==> config.mk <==
export PLATFORM = sky130hd
export DESIGN_NAME = fetch_stage
export DESIGN_NICKNAME = d
export VERILOG_FILES = /design/src/rtl/fetch_defs_pkg.sv /design/src/rtl/fetch_stage_ifid_reg.sv /design/src/rtl/fetch_stage.sv
export SDC_FILE = /design/constraint.sdc
export NUM_CORES = 1
export LEC_CHECK = 0
export BUFFER_PORTS_ARGS = -buffer_cell sky130_fd_sc_hd__buf_2
export CAP_MARGIN = 20
export CORE_MARGIN = 5
export CORE_UTILIZATION = 40
export CTS_CLUSTER_SIZE = 12
export DETAILED_ROUTE_END_ITERATION = 8
export PLACE_DENSITY = 0.73
export SLEW_MARGIN = 10
export SYNTH_ARGS = -nofsm -noshare
export SYNTH_HDL_FRONTEND = slang
export SYNTH_SLANG_ARGS = --single-unit
==> constraint.sdc <==
create_clock -name clock -period 3.55 [get_ports clock]
set_input_delay 0.5325 -clock clock [delete_from_list [all_inputs] [get_ports clock]]
set_output_delay 0.5325 -clock clock [all_outputs]
set_load 0.005 [all_outputs]
==> src/rtl/fetch_defs_pkg.sv <==
// Shared constants for the instruction-fetch stage.
//   NOP_INSTR        : bubble word injected into IF/ID (sll $0,$0,0)
//   PC_STEP          : sequential PC increment
//   PC_RESET_DEFAULT : default PC loaded during reset
//   word_align()     : clears the byte-offset bits of an address
package fetch_defs;

    localparam logic [31:0] NOP_INSTR        = 32'h0000_0000;
    localparam logic [31:0] PC_STEP          = 32'd4;
    localparam logic [31:0] PC_RESET_DEFAULT = 32'h0000_0000;

    // Force an address onto a word boundary; uses every input bit.
    function automatic logic [31:0] word_align(input logic [31:0] addr);
        return addr & ~32'h0000_0003;
    endfunction

endpackage

==> src/rtl/fetch_stage_ifid_reg.sv <==
// IF/ID pipeline register.
//   clk, rst_n : clock, asynchronous active-low reset
//   i_load     : capture i_instr / i_pc4 and mark the entry valid
//   i_flush    : squash to a bubble (instr = NOP, valid = 0, pc4 held);
//                wins over i_load
//   i_instr    : fetched instruction word
//   i_pc4      : PC+4 of the fetched instruction
//   o_instr    : registered instruction to decode
//   o_pc4      : registered PC+4
//   o_valid    : entry holds a real instruction
module ifid_reg
    import fetch_defs::*;
(
    input  logic        clk,
    input  logic        rst_n,
    input  logic        i_load,
    input  logic        i_flush,
    input  logic [31:0] i_instr,
    input  logic [31:0] i_pc4,
    output logic [31:0] o_instr,
    output logic [31:0] o_pc4,
    output logic        o_valid
);

    logic [31:0] r_instr;
    logic [31:0] r_pc4;
    logic        r_valid;

    // Flush beats load; with neither asserted the entry is held.
    always_ff @(posedge clk or negedge rst_n) begin
        if (!rst_n) begin
            r_instr <= NOP_INSTR;
            r_pc4   <= 32'h0;
            r_valid <= 1'b0;
        end else if (i_flush) begin
            r_instr <= NOP_INSTR;
            r_valid <= 1'b0;
        end else if (i_load) begin
            r_instr <= i_instr;
            r_pc4   <= i_pc4;
            r_valid <= 1'b1;
        end
    end

    assign o_instr = r_instr;
    assign o_pc4   = r_pc4;
    assign o_valid = r_valid;

endmodule

==> src/rtl/fetch_stage.sv <==
// Instruction-fetch stage of the 5-stage MIPS pipeline.
// Owns the PC, drives the instruction-memory word address and fills the
// IF/ID register. Each edge picks redirect > stall > normal fetch.
// Build option: define BRANCH_FLUSH_EN to squash IF/ID on a redirect;
// otherwise the redirecting cycle still fetches (delay-slot semantics).
//   clock, reset   : clock, asynchronous active-low reset
//   stall          : hazard unit hold of PC and IF/ID
//   branch_taken   : redirect request
//   branch_target  : redirect target (bits [1:0] ignored)
//   imem_instr     : combinational instruction-memory read data
//   imem_addr      : word address PC[IMEM_AW+1:2]
//   PC             : current fetch PC
//   IFID_instr     : instruction to decode
//   IFID_PC4       : PC+4 of IFID_instr
//   IFID_valid     : IF/ID holds a real instruction
//   fetch_count    : saturating count of instructions accepted into IF/ID
//   stall_count    : saturating count of cycles held by stall
module fetch_stage
    import fetch_defs::*;
#(
    parameter int unsigned IMEM_AW  = 5,
    parameter logic [31:0] PC_RESET = PC_RESET_DEFAULT,
    parameter int unsigned CNT_W    = 16
) (
    input  logic               clock,
    input  logic               reset,
    input  logic               stall,
    input  logic               branch_taken,
    input  logic [31:0]        branch_target,
    input  logic [31:0]        imem_instr,
    output logic [IMEM_AW-1:0] imem_addr,
    output logic [31:0]        PC,
    output logic [31:0]        IFID_instr,
    output logic [31:0]        IFID_PC4,
    output logic               IFID_valid,
    output logic [CNT_W-1:0]   fetch_count,
    output logic [CNT_W-1:0]   stall_count
);

`ifdef BRANCH_FLUSH_EN
    localparam logic FLUSH_ON_REDIRECT = 1'b1;
`else
    localparam logic FLUSH_ON_REDIRECT = 1'b0;
`endif

    logic [31:0]      r_pc;
    logic [CNT_W-1:0] r_fetch_cnt;
    logic [CNT_W-1:0] r_stall_cnt;

    logic [31:0] w_pc_plus4;
    logic [31:0] w_target;
    logic        w_normal;
    logic        w_hold;
    logic        w_ifid_load;
    logic        w_ifid_flush;
    logic        w_fetch_inc;

    assign w_pc_plus4 = r_pc + PC_STEP;            // 32-bit modulo wrap
    assign w_target   = word_align(branch_target);
    assign w_normal   = !stall && !branch_taken;
    assign w_hold     = stall && !branch_taken;

    // Redirect either squashes IF/ID or fetches like a normal cycle.
    assign w_ifid_flush = branch_taken && FLUSH_ON_REDIRECT;
    assign w_ifid_load  = w_normal || (branch_taken && !FLUSH_ON_REDIRECT);

    // A stall coinciding with a redirect is not counted as a fetch.
    assign w_fetch_inc  = w_normal || (branch_taken && !stall && !FLUSH_ON_REDIRECT);

    // PC register: redirect > stall hold > sequential.
    always_ff @(posedge clock or negedge reset) begin
        if (!reset) begin
            r_pc <= PC_RESET;
        end else if (branch_taken) begin
            r_pc <= w_target;
        end else if (!stall) begin
            r_pc <= w_pc_plus4;
        end
    end

    // Saturating statistics counters.
    always_ff @(posedge clock or negedge reset) begin
        if (!reset) begin
            r_fetch_cnt <= '0;
            r_stall_cnt <= '0;
        end else begin
            if (w_fetch_inc && (r_fetch_cnt != {CNT_W{1'b1}})) begin
                r_fetch_cnt <= r_fetch_cnt + CNT_W'(1);
            end
            if (w_hold && (r_stall_cnt != {CNT_W{1'b1}})) begin
                r_stall_cnt <= r_stall_cnt + CNT_W'(1);
            end
        end
    end

    ifid_reg u_ifid_reg (
        .clk     (clock),
        .rst_n   (reset),
        .i_load  (w_ifid_load),
        .i_flush (w_ifid_flush),
        .i_instr (imem_instr),
        .i_pc4   (w_pc_plus4),
        .o_instr (IFID_instr),
        .o_pc4   (IFID_PC4),
        .o_valid (IFID_valid)
    );

    assign imem_addr   = r_pc[IMEM_AW+1:2];
    assign PC          = r_pc;
    assign fetch_count = r_fetch_cnt;
    assign stall_count = r_stall_cnt;

endmodule

## Yosys cells after proc, flatten, opt, wreduce, memory -nomap -nowiden

Cells that the tools add are included.

- Register bits: 129
- Output and inout bits: 134
- Word-level logic and storage cells: 23

- Add/subtract/negate cells: 3
- Equal/unequal tests: 3
- Mux-type cells: 2
- Reduce and logical (&&, ||, !) cells: 9

Operators with widths:

| operator | number |
|---|---|
| $mux 32 | 2 |
| $add 16x1->16 const B | 2 |
| $add 32x3->32 const B | 1 |
| $ne 16x16->1 const B | 2 |
| $logic_and 1x1->1 | 5 |
| $logic_not 1->1 | 2 |
| $logic_or 1x1->1 | 2 |
| $ne 2x1->1 const B | 1 |

## Logic depth before layout (Yosys ltp)

Gate-level depths: netlist of run 1.

- Word-level depth: 4
- Depth in mapped cells: 7
- Depth with buffers taken out: 5

## Modules after synthesis

Synthesis of run 1 repeated with hierarchy kept, for this count alone.

- Cells, all modules: 622
- Area, all modules: 6557.5 µm²

Modules (own cells, without submodules):

| module | instances | cells each | area an instance (µm²) | sequential area each (µm²) |
|---|---|---|---|---|
| fetch_stage | 1 | 446 | 3908.7 | 1551.5 |
| ifid_reg | 1 | 176 | 2648.8 | 1626.6 |

## Least setup slack after synthesis of run 1

No wires, ideal clock.

- Path kind: flip-flop to flip-flop
- From: register r_pc[2], in the netlist PC[2]
- To: register u_ifid_reg.r_pc4[30], in the netlist u_ifid_reg.o_pc4[30]
- Setup time: 0.082 ns
- Arrival time: 2.018 ns
- Data required time: 3.468 ns
- Setup slack: 1.450 ns
- Cell stages (with the launch flop): 7
- Cells stage by stage: dfrtp_1 ha_1 nand4_1 clkbuf_1 or3_1 or4_1 a31oi_1

- Longest elaborated chain between the ends: 1

Ends and longest elaborated chain:

| element | line | RTL |
|---|---|---|
| start, declared | fetch_stage.sv:46 | `logic [31:0] r_pc;` |
| start signal, assigned | fetch_stage.sv:75 | `r_pc <= w_target;` |
| start signal, assigned | fetch_stage.sv:77 | `r_pc <= w_pc_plus4;` |
| $add 32x3->32 | fetch_stage.sv:58 | `assign w_pc_plus4 = r_pc + PC_STEP;` |
| end signal, assigned | fetch_stage_ifid_reg.sv:40 | `r_pc4 <= i_pc4;` |
| end, declared | fetch_stage_ifid_reg.sv:26 | `logic [31:0] r_pc4;` |

Every way passes these cells.
A chain may end at the register's enable or synchronous reset.

## Worst setup path after layout of run 1

- From: register r_pc[3], in the netlist PC[3]
- To: register r_pc[22], in the netlist PC[22]

- Longest elaborated chain between the ends: 3

Ends and longest elaborated chain:

| element | line | RTL |
|---|---|---|
| $add 32x3->32 | fetch_stage.sv:58 |  |
| $mux 32 | fetch_stage.sv:76 | `end else if (!stall) begin` |
| $mux 32 | fetch_stage.sv:74 | `end else if (branch_taken) begin` |

Every way passes these cells. The select of a mux whose other input is x is not followed.

==> impl_metrics.tcl, run 1 <==
set metrics [dict create \
    antennaDiodeCount 0 \
    clock_path_buffers 2 \
    finalWirelength_um 16900 \
    synth_compound_area_share_pct 10.2 \
    hold_path.class "input port to asynchronous set/reset pin" \
    muxShareOfSynthArea_pct 0.531 \
    synth_top_family_by_area "simple AND/OR/NAND/NOR gates" \
    met1_length_um 7760 \
    hold_viol_final 0 \
    numCtsBuffers 17 \
    die_w_um 134 \
    yosysTopAreaCell "dfrtp_1" \
    path_max_fanout 12 \
    synthXorXnorAreaFrac_pct 7.43 \
    dr.first_iter.drc_count 329 \
    synth.most_common_cell "nand2_1" \
    core_um2 15100 \
    maxSlewHeadroom_pct 43.0 \
    worst_path_dominant_cell_family "simple AND/OR/NAND/NOR gates" \
    cp_num_buf_inv 0 \
    initial_utilization_pct 40.6 \
    worstSkewPairLatency_ps 420 \
    hpwl_um 12200 \
    route.met3.wl_um 1060 \
    layout.cells.non_filler 1043 \
    grt_pass1_vias 5112 \
    synthesis.area_um2 6130 \
    crit_path_start_kind "register" \
    antenna_found_initial 0 \
    setup_tns_ps 0 \
    grt_overflow 0 \
    utilization_pct 51.5 \
    p_leak_nw 3.63 \
    grt_max_degree 54 \
    drcViolationCount 0 \
    h-tree-depth 4 \
    area_growth_pct 26.8 \
    cp-end-kind "register" \
    ir_drop_mv 0.358 \
    yosys-top-cells-area "dfrtp_1 (51%), nand2_1 (8.9%), xnor2_1 (5.9%)" \
    finalSetupViolCount 0 \
    min_period_over_period_pct 70.3 \
    report.final.slew_viol_count 0 \
    layout.nets 913 \
    grt_pass1_wl_um 26800 \
    gp_congestion 0.870 \
    ys_warn_count 0 \
    syn-instance-count 666 \
    worst_ep_arrival_time_ps 2840 \
    routedWlPerCell_um 16.2 \
    post_cts_buffers 0 \
    synth.distinct_cells 44 \
    die_h_um 134 \
    root_buffer "clkbuf_16" \
    slowest_stage "or3_1" \
    async_flop_share_pct 100 \
    met2_length_um 7570 \
    powerDensity_nw_per_um2 533 \
    globalRouteTotalUtil_pct 18.9 \
    required_ps 3890 \
    yosysTopAreaCellShare_pct 51.0 \
    cp_cell_sequence "ha_1 > nand4_1 > or3_1 > or4_1 > a31oi_1" \
    period_needed_ps 2500 \
    cts.clk_slew.worst_paths_ps 50 \
    synthFlopType "dfrtp_1" \
    cts_hold_buf 0 \
    critPathKind "register to register" \
    cts_tree "yes" \
    io_pins 202 \
    synth-seq-area-share_pct 51.0 \
    synth_area_per_cell_um2 9.20 \
    ant_nets 0 \
    worst_slew_pin_slew_ps 847 \
    via_per_inst 5.16 \
    vias 5385 \
    maxCapViolations 0 \
    synth-simple-area-share_pct 25.4 \
    clock_sinks 125 \
    ys_seq_elements 125 \
    die-area_um2 17900 \
    fin_worst_skew_ps 5.47 \
    dp_cells 1011 \
    outcome "finished clean" \
    synth-edff-count 0 \
    port_buffers 195 \
    first_pass_iters 4 \
    cpPeakStageDelay_ps 660 \
    netlist_top_cells_count "nand2_1 (146), dfrtp_1 (125), xnor2_1 (41)" \
    drive_gt1_share_pct 28.8 \
    max_freq_mhz 400 \
    ctsResizeCount 0 \
    rows 45 \
    rsz0062_at_grt "no" \
    dr.max_layer_used "met4" \
    synth_fa_ha_area_share_pct 0.612 \
]
[routing by layer]
layer / GRT usage [%] / vias up
met1: 26.3 / 2512
li1: - / 2675
met3: 3.98 / 28
met2: 27.9 / 170
met5: 0 / -
met4: 9.43 / 0
[through the flow]
step / area [um2] / setup WS (ps) / hold WS [ps] / power, mW
finish: 7770 / 1050 / 153 / 4.14
global route: 7770 / 804 / 209 / 4.36
CTS: 7770 / 1070 / 166 / 4.19
detailed placement: 7200 / 1090 / 450 / 2.52
global placement: 7200 / 1100 / 445 / 2.49
floorplan: 6140 / 1450 / 237 / 2.14
[cells by family after synthesis]
group,after synthesis
mux,3
other cells,1
compound gates,102
fa+ha+maj,3
simple gates,318
buf+inv,62
xor+xnor,52
flops,125
[path summary, 6_finish.rpt]
kind | startpoint | to | slack, ps | depth (start not counted)
min in group clock | imem_instr[22] | u_ifid_reg.o_instr[22] | 310 | 3
setup reg to reg | PC[3] | PC[22] | 1050 | 5
hold reg to reg | u_ifid_reg.o_instr[27] | u_ifid_reg.o_instr[27] | 460 | 2
max in group asynchronous | reset | stall_count[14] | 2460 | 2
hold / removal | reset | PC[24] | 150 | 1
setup / recovery | PC[3] | PC[22] | 1050 | 5
[state kept, by name, summed over array words and instances, names as in the netlist]
register,count
fetch_count,16
stall_count,16
u_ifid_reg.o_valid,1
u_ifid_reg.o_pc4,30
PC,30
u_ifid_reg.o_instr,32
[worst reg2reg max path: cells and delay by family, from the launching register on]
| kind | cells | cell delay, ps |
|---|---|---|
| AOI/OAI and AO/OA | 1 | 170 |
| DFF | 1 | 450 |
| and+or+nand+nor | 3 | 1520 |
| adders and majority gates | 1 | 280 |
[power by group]
group          switching [mW]  leakage [nW]  internal (mW)
logic                   0.354          1.84          0.315
clock network           0.606         0.280           1.05
registers               0.209          1.51           1.60
[area by class of cell]
class                           count  area [um2]
Clock buffer                       26         509
Clock inverter                      6        57.6
Fill cell                        1421        7320
Inverter                           11        41.3
Multi-Input combinational cell    482        2730
Sequential cell                   125        3130
Tap cell                          188         235
Timing Repair Buffer              205        1070
[placed cells by master, fill, tap and decap left out, drive strengths merged, types with 10 or more instances in the layout]
master	n
a31oi	29
nand4	20
clkbuf	26
nand2	146
or3	15
o31ai	13
nor4	13
xnor2	41
o21ai	40
buf	205
xor2	11
or4	22
inv	10
nand3	23
dfrtp	125
nor2	40
No activity file was read; power rests on OpenSTA's default activity.
==> run 2: changes to the inputs <==
--- a/config.mk
+++ b/config.mk
@@ -11,7 +11,7 @@
 export CORE_UTILIZATION = 40
 export CTS_CLUSTER_SIZE = 12
 export DETAILED_ROUTE_END_ITERATION = 8
-export PLACE_DENSITY = 0.73
+export PLACE_DENSITY = 0.75
 export SLEW_MARGIN = 10
 export SYNTH_ARGS = -nofsm -noshare
 export SYNTH_HDL_FRONTEND = slang
==> constraint.sdc (replaced) <==
create_clock -name clock -period 2.1 [get_ports clock]
set_input_delay 0.315 -clock clock [delete_from_list [all_inputs] [get_ports clock]]
set_output_delay 0.315 -clock clock [all_outputs]
set_load 0.005 [all_outputs]
==> run 2 against run 1 <==
Effect of this change:
- clock-buffer cell count fell by 3
- clock power rose by 75%
- sequential cell count did not move
- die area did not move
- hold slack got worse by 57 ps
- critical path depth fell by 1
- power rose by 74%
- clock skew rose by 2.0 ps
- worst setup slack got worse by 970 ps
- register-to-register slack got worse by 970 ps
- core utilization rose by 2.4 points
- combinational power rose by 93%
- largest power group unchanged
==> impl_metrics.tcl, run 2 (synthesized netlist as in run 1, its figures left out) <==
set metrics [dict create \
    antenna_found_initial 0 \
    routedWlPerCell_um 16.2 \
    die_h_um 134 \
    grt_pass1_vias 5586 \
    hpwl_um 13100 \
    worst_ep_arrival_time_ps 2340 \
    outcome "finished clean" \
    cts.clk_slew.worst_paths_ps 50 \
    grt_pass1_wl_um 28500 \
    first_pass_iters 5 \
    hold_viol_final 0 \
    finalSetupViolCount 0 \
    rsz0062_at_grt "yes" \
    ir_drop_mv 0.589 \
    utilization_pct 53.9 \
    hold_path.class "input port to register" \
    r2r-start "PC[5]" \
    globalRouteTotalUtil_pct 19.8 \
    maxCapViolations 0 \
    critPathKind "register to register" \
    root_buffer "clkbuf_16" \
    cts_tree "yes" \
    mostFrequentLayoutCells "buf_2 (194), nand2_1 (146), dfrtp_1 (124), buf_4 (47), xnor2_1 (41)" \
    crit_path_start_kind "register" \
    critPathLaunch "PC[5]" \
    path_max_fanout 12 \
    reg2reg_depth 4 \
    fin_worst_skew_ps 7.48 \
    power.net_switching_mw 1.97 \
    h-tree-depth 4 \
    final_common_cell "buf_2" \
    grt_overflow 0 \
    powerDensity_nw_per_um2 885 \
    period_needed_ps 2010 \
    gp_congestion 0.904 \
    clkPwrFrac_pct 40.2 \
    power.total_mw 7.20 \
    power_frac_comb_pct 17.9 \
    fin_hold_ws_ps 95.9 \
    layout.nets 953 \
    report.final.slew_viol_count 0 \
    die-area_um2 17900 \
    clock_path_buffers 2 \
    worstSkewPairLatency_ps 410 \
    setup_ws_ps 86.8 \
    min-delay-start "imem_instr[22]" \
    cp-end-kind "register" \
    port_buffers 195 \
    drcViolationCount 0 \
    initial_utilization_pct 40.6 \
    numCtsBuffers 17 \
    vias 5684 \
    drive_gt1_share_pct 32.1 \
    die_w_um 134 \
    largest_reg_flops 32 \
    dr.first_iter.drc_count 448 \
    area_growth_pct 32.7 \
    place_ws_ps 78.3 \
    p_int_mw 5.23 \
    ant_nets 0 \
    max_freq_mhz 497 \
    crit_end "u_ifid_reg.o_pc4[27]" \
    p_leak_nw 3.84 \
    core_um2 15100 \
    required_ps 2430 \
    clock_sinks 125 \
    via_per_inst 5.25 \
    antennaDiodeCount 0 \
    finalWirelength_um 17500 \
    rows 45 \
    r2r_end "u_ifid_reg.o_pc4[27]" \
    r2r_slack_ps 90 \
    min_period_over_period_pct 95.9 \
    grt_max_degree 57 \
    pwr-share-seq_pct 41.8 \
    io_pins 202 \
    p_sw_share_pct 27.4 \
]
## run 2: repair_timing
item,in CTS,in global routing
hold endpoints to repair,18,0
endpoints found under the setup margin,0,5
hold buffers,1,0
setup buffers,0,1
resized for setup,0,4
## run 2: worst min-delay path by stage
stage                                         to  slack [ps]  cells after the start
after global placement      u_ifid_reg.o_pc4[24]         220                      1
after detailed placement    u_ifid_reg.o_pc4[24]         220                      1
after global routing      u_ifid_reg.o_instr[30]          80                      3
after CTS                 u_ifid_reg.o_instr[22]          70                      3
final                     u_ifid_reg.o_instr[22]         100                      3
after floorplan                           PC[10]          20                      0
## run 2: worst max-delay path: stages (launching register included)
cell and delay [ps]:
dfrtp_1 440, nand4_1 260, or3_1 610, or4_1 450, a31oi_1 170
## run 2: area by class of cell
type | count | area (um2)
fill | 1388 | 6960
timing repair buffer | 245 | 1390
multi-input combinational | 482 | 2750
clock inverter | 8 | 115
tap | 188 | 235
inverter | 11 | 41.3
sequential | 125 | 3130
clock buffer | 23 | 468
## run 2: per-layer routing
metal / wire [um] / global-route usage (%) / vias to the layer above
li1: - / - / 2757
met1: 7790 / 26.0 / 2644
met2: 8090 / 31.2 / 246
met3: 1110 / 4.50 / 37
met4: 515 / 9.37 / 0
met5: 0 / 0 / -
## run 2: stage by stage
stage | area [um2] | instances | TNS [ps]
2_1_floorplan | 6140 | 669 | 0
3_3_place_gp | 7510 | 1049 | 0
3_5_place_dp | 7510 | 1049 | 0
4_1_cts | 8110 | 1081 | 0
5_1_grt | 8130 | 1082 | -3.02
6_report | 8130 | 1082 | 0
## run 2: power by group through the flow
stage	registers (mW)	logic [mW]	clock network (mW)
floorplan	3.05	0.568	0
global placement	3.02	1.28	0
detailed placement	3.04	1.30	0
CTS	3.00	1.31	2.96
global route	3.05	1.44	3.07
finish	3.01	1.29	2.90
==> run 3: changes to the inputs <==
--- a/config.mk
+++ b/config.mk
@@ -8,10 +8,10 @@
 export BUFFER_PORTS_ARGS = -buffer_cell sky130_fd_sc_hd__buf_2
 export CAP_MARGIN = 20
 export CORE_MARGIN = 5
-export CORE_UTILIZATION = 40
+export CORE_UTILIZATION = 46
 export CTS_CLUSTER_SIZE = 12
 export DETAILED_ROUTE_END_ITERATION = 8
-export PLACE_DENSITY = 0.75
+export PLACE_DENSITY = 0.84
 export SLEW_MARGIN = 10
 export SYNTH_ARGS = -nofsm -noshare
 export SYNTH_HDL_FRONTEND = slang
==> run 3 against run 2 <==
Effect of this change:
- wire length down 4.6%
- non-clock buffer count down 6
- via count down 0.28%
- critical path depth up 1
- sequential cell count unchanged
==> impl_metrics.tcl, run 3 (synthesized netlist as in run 1, its figures left out) <==
set metrics [dict create \
    critPathKind "register to register" \
    grt_pass1_vias 5273 \
    rows 42 \
    final_common_cell "buf_2" \
    cp_cell_sequence "nand4_1 > or4_4 > buf_4 > or3_1 > a31oi_1" \
    die_h_um 125 \
    vias 5668 \
    numCtsBuffers 17 \
    drcViolationCount 0 \
    maxSlewHeadroom_pct 64.5 \
    ir_drop_mv 0.543 \
    antenna_found_initial 2 \
    first_pass_iters 5 \
    cpPeakStageDelay_ps 660 \
    die_w_um 125 \
    grt_overflow 0 \
    fin_worst_skew_ps 12.1 \
    finalWirelength_um 16700 \
    hpwl_um 12600 \
    drive_gt1_share_pct 31.8 \
    crit_path_start_kind "register" \
    io_pins 202 \
    worst_slew_pin_slew_ps 533 \
    via_per_inst 5.32 \
    port_buffers 195 \
    ant_nets 0 \
    p_leak_nw 3.81 \
    maxCapViolations 0 \
    clock_sinks 125 \
    cts.clk_slew.worst_paths_ps 60 \
    max_freq_mhz 483 \
    root_buffer "clkbuf_16" \
    worst_ep_arrival_time_ps 2410 \
    outcome "finished clean" \
    hold_path.class "input port to register" \
    slowest_stage "or4_4" \
    globalRouteTotalUtil_pct 21.1 \
    clock_path_buffers 2 \
    mostFrequentLayoutCells "buf_2 (194), nand2_1 (146), dfrtp_1 (124), xnor2_1 (41), buf_4 (41)" \
    routedWlPerCell_um 15.7 \
    die-area_um2 15700 \
    place_ws_ps 6.58 \
    initial_utilization_pct 46.6 \
    cts_tree "yes" \
    powerDensity_nw_per_um2 885 \
    worst_path_dominant_cell_family "simple AND/OR/NAND/NOR gates" \
    h-tree-depth 4 \
    fin_hold_ws_ps 90.6 \
    power.total_mw 7.14 \
    layout.nets 947 \
    grt_pass1_wl_um 26800 \
    setup_ws_ps 30.4 \
    core_um2 13100 \
    path_max_fanout 13 \
    utilization_pct 61.4 \
    period_needed_ps 2070 \
    cp_num_buf_inv 1 \
    cp-end-kind "register" \
    largest_reg_flops 32 \
    min_period_over_period_pct 98.6 \
    report.final.slew_viol_count 0 \
    area_growth_pct 31.7 \
    finalSetupViolCount 0 \
    hold_viol_final 0 \
    gp_congestion 0.876 \
    required_ps 2440 \
    dr.first_iter.drc_count 481 \
    grt_max_degree 49 \
    worstSkewPairLatency_ps 420 \
    rsz0062_at_grt "yes" \
]
run 3: changes by cell type in the layout (fill, tap and decap cells not counted):
cell      delta
buf_4        -6
diode_2      +2
or3_1        -2
or3_4        +2
clkbuf_1     -1
clkbuf_8     -1
clkinv_2     +1
or4_1        +1
or4_4        -1
run 3: final timing paths:
kind	from	endpoint	slack, ps	depth (start not counted)
setup / recovery	PC[24]	PC[25]	30	5
hold / removal	imem_instr[26]	u_ifid_reg.o_instr[26]	90	3
setup reg to reg	PC[24]	PC[25]	30	5
hold reg to reg	u_ifid_reg.o_instr[7]	u_ifid_reg.o_instr[7]	460	2
max in group asynchronous	reset	u_ifid_reg.o_instr[15]	1040	3
min in group asynchronous	reset	u_ifid_reg.o_pc4[22]	420	2
run 3: where the power goes:
group / switching (mW) / internal, mW / total [mW] / leakage, nW
clock network: 0.996 / 1.87 / 2.86 / 0.286
logic: 0.675 / 0.601 / 1.28 / 2.01
registers: 0.294 / 2.71 / 3.01 / 1.51
run 3: cell type report:
class                   instances  area (um2)
flip-flops and latches        125        3130
diodes                          2        5.00
clock buffers                  21         450
multi-input cells             482        2760
inverters                      11        41.3
fillers                      1145        5070
well taps                     176         220
clock inverters                 9         120
repair buffers                239        1350
run 3: tightest hold or removal path: stages:
cell	delay, ps
buf_2	70
nand2_1	40
nand2_1	50
run 3: per-layer routing:
layer  vias to the layer above  global-route usage (%)  part of all wire (%)
met5                         -                       0                     0
met2                       219                    32.7                    47
met4                         0                    8.74                   2.0
met3                        27                    6.18                   7.2
met1                      2666                    27.9                    44
li1                       2756                       -                     -
run 3: what timing repair did:
| action | 4_1_cts | 5_1_grt |
|---|---|---|
| pin swaps | 1 | 1 |
| hold buffers | 1 | 0 |
| setup buffers | 0 | 1 |
| endpoints found under the hold margin | 36 | 0 |
| gates resized for setup | 0 | 5 |
| setup endpoints to repair | 2 | 9 |
run 3: through the flow:
step / area, um2 / TNS (ps) / cells
after CTS: 8030 / 0 / 1062
after global placement: 7450 / 0 / 1031
final: 8070 / 0 / 1065
after detailed placement: 7450 / 0 / 1031
after floorplan: 6140 / 0 / 669
after global routing: 8070 / -27.2 / 1065
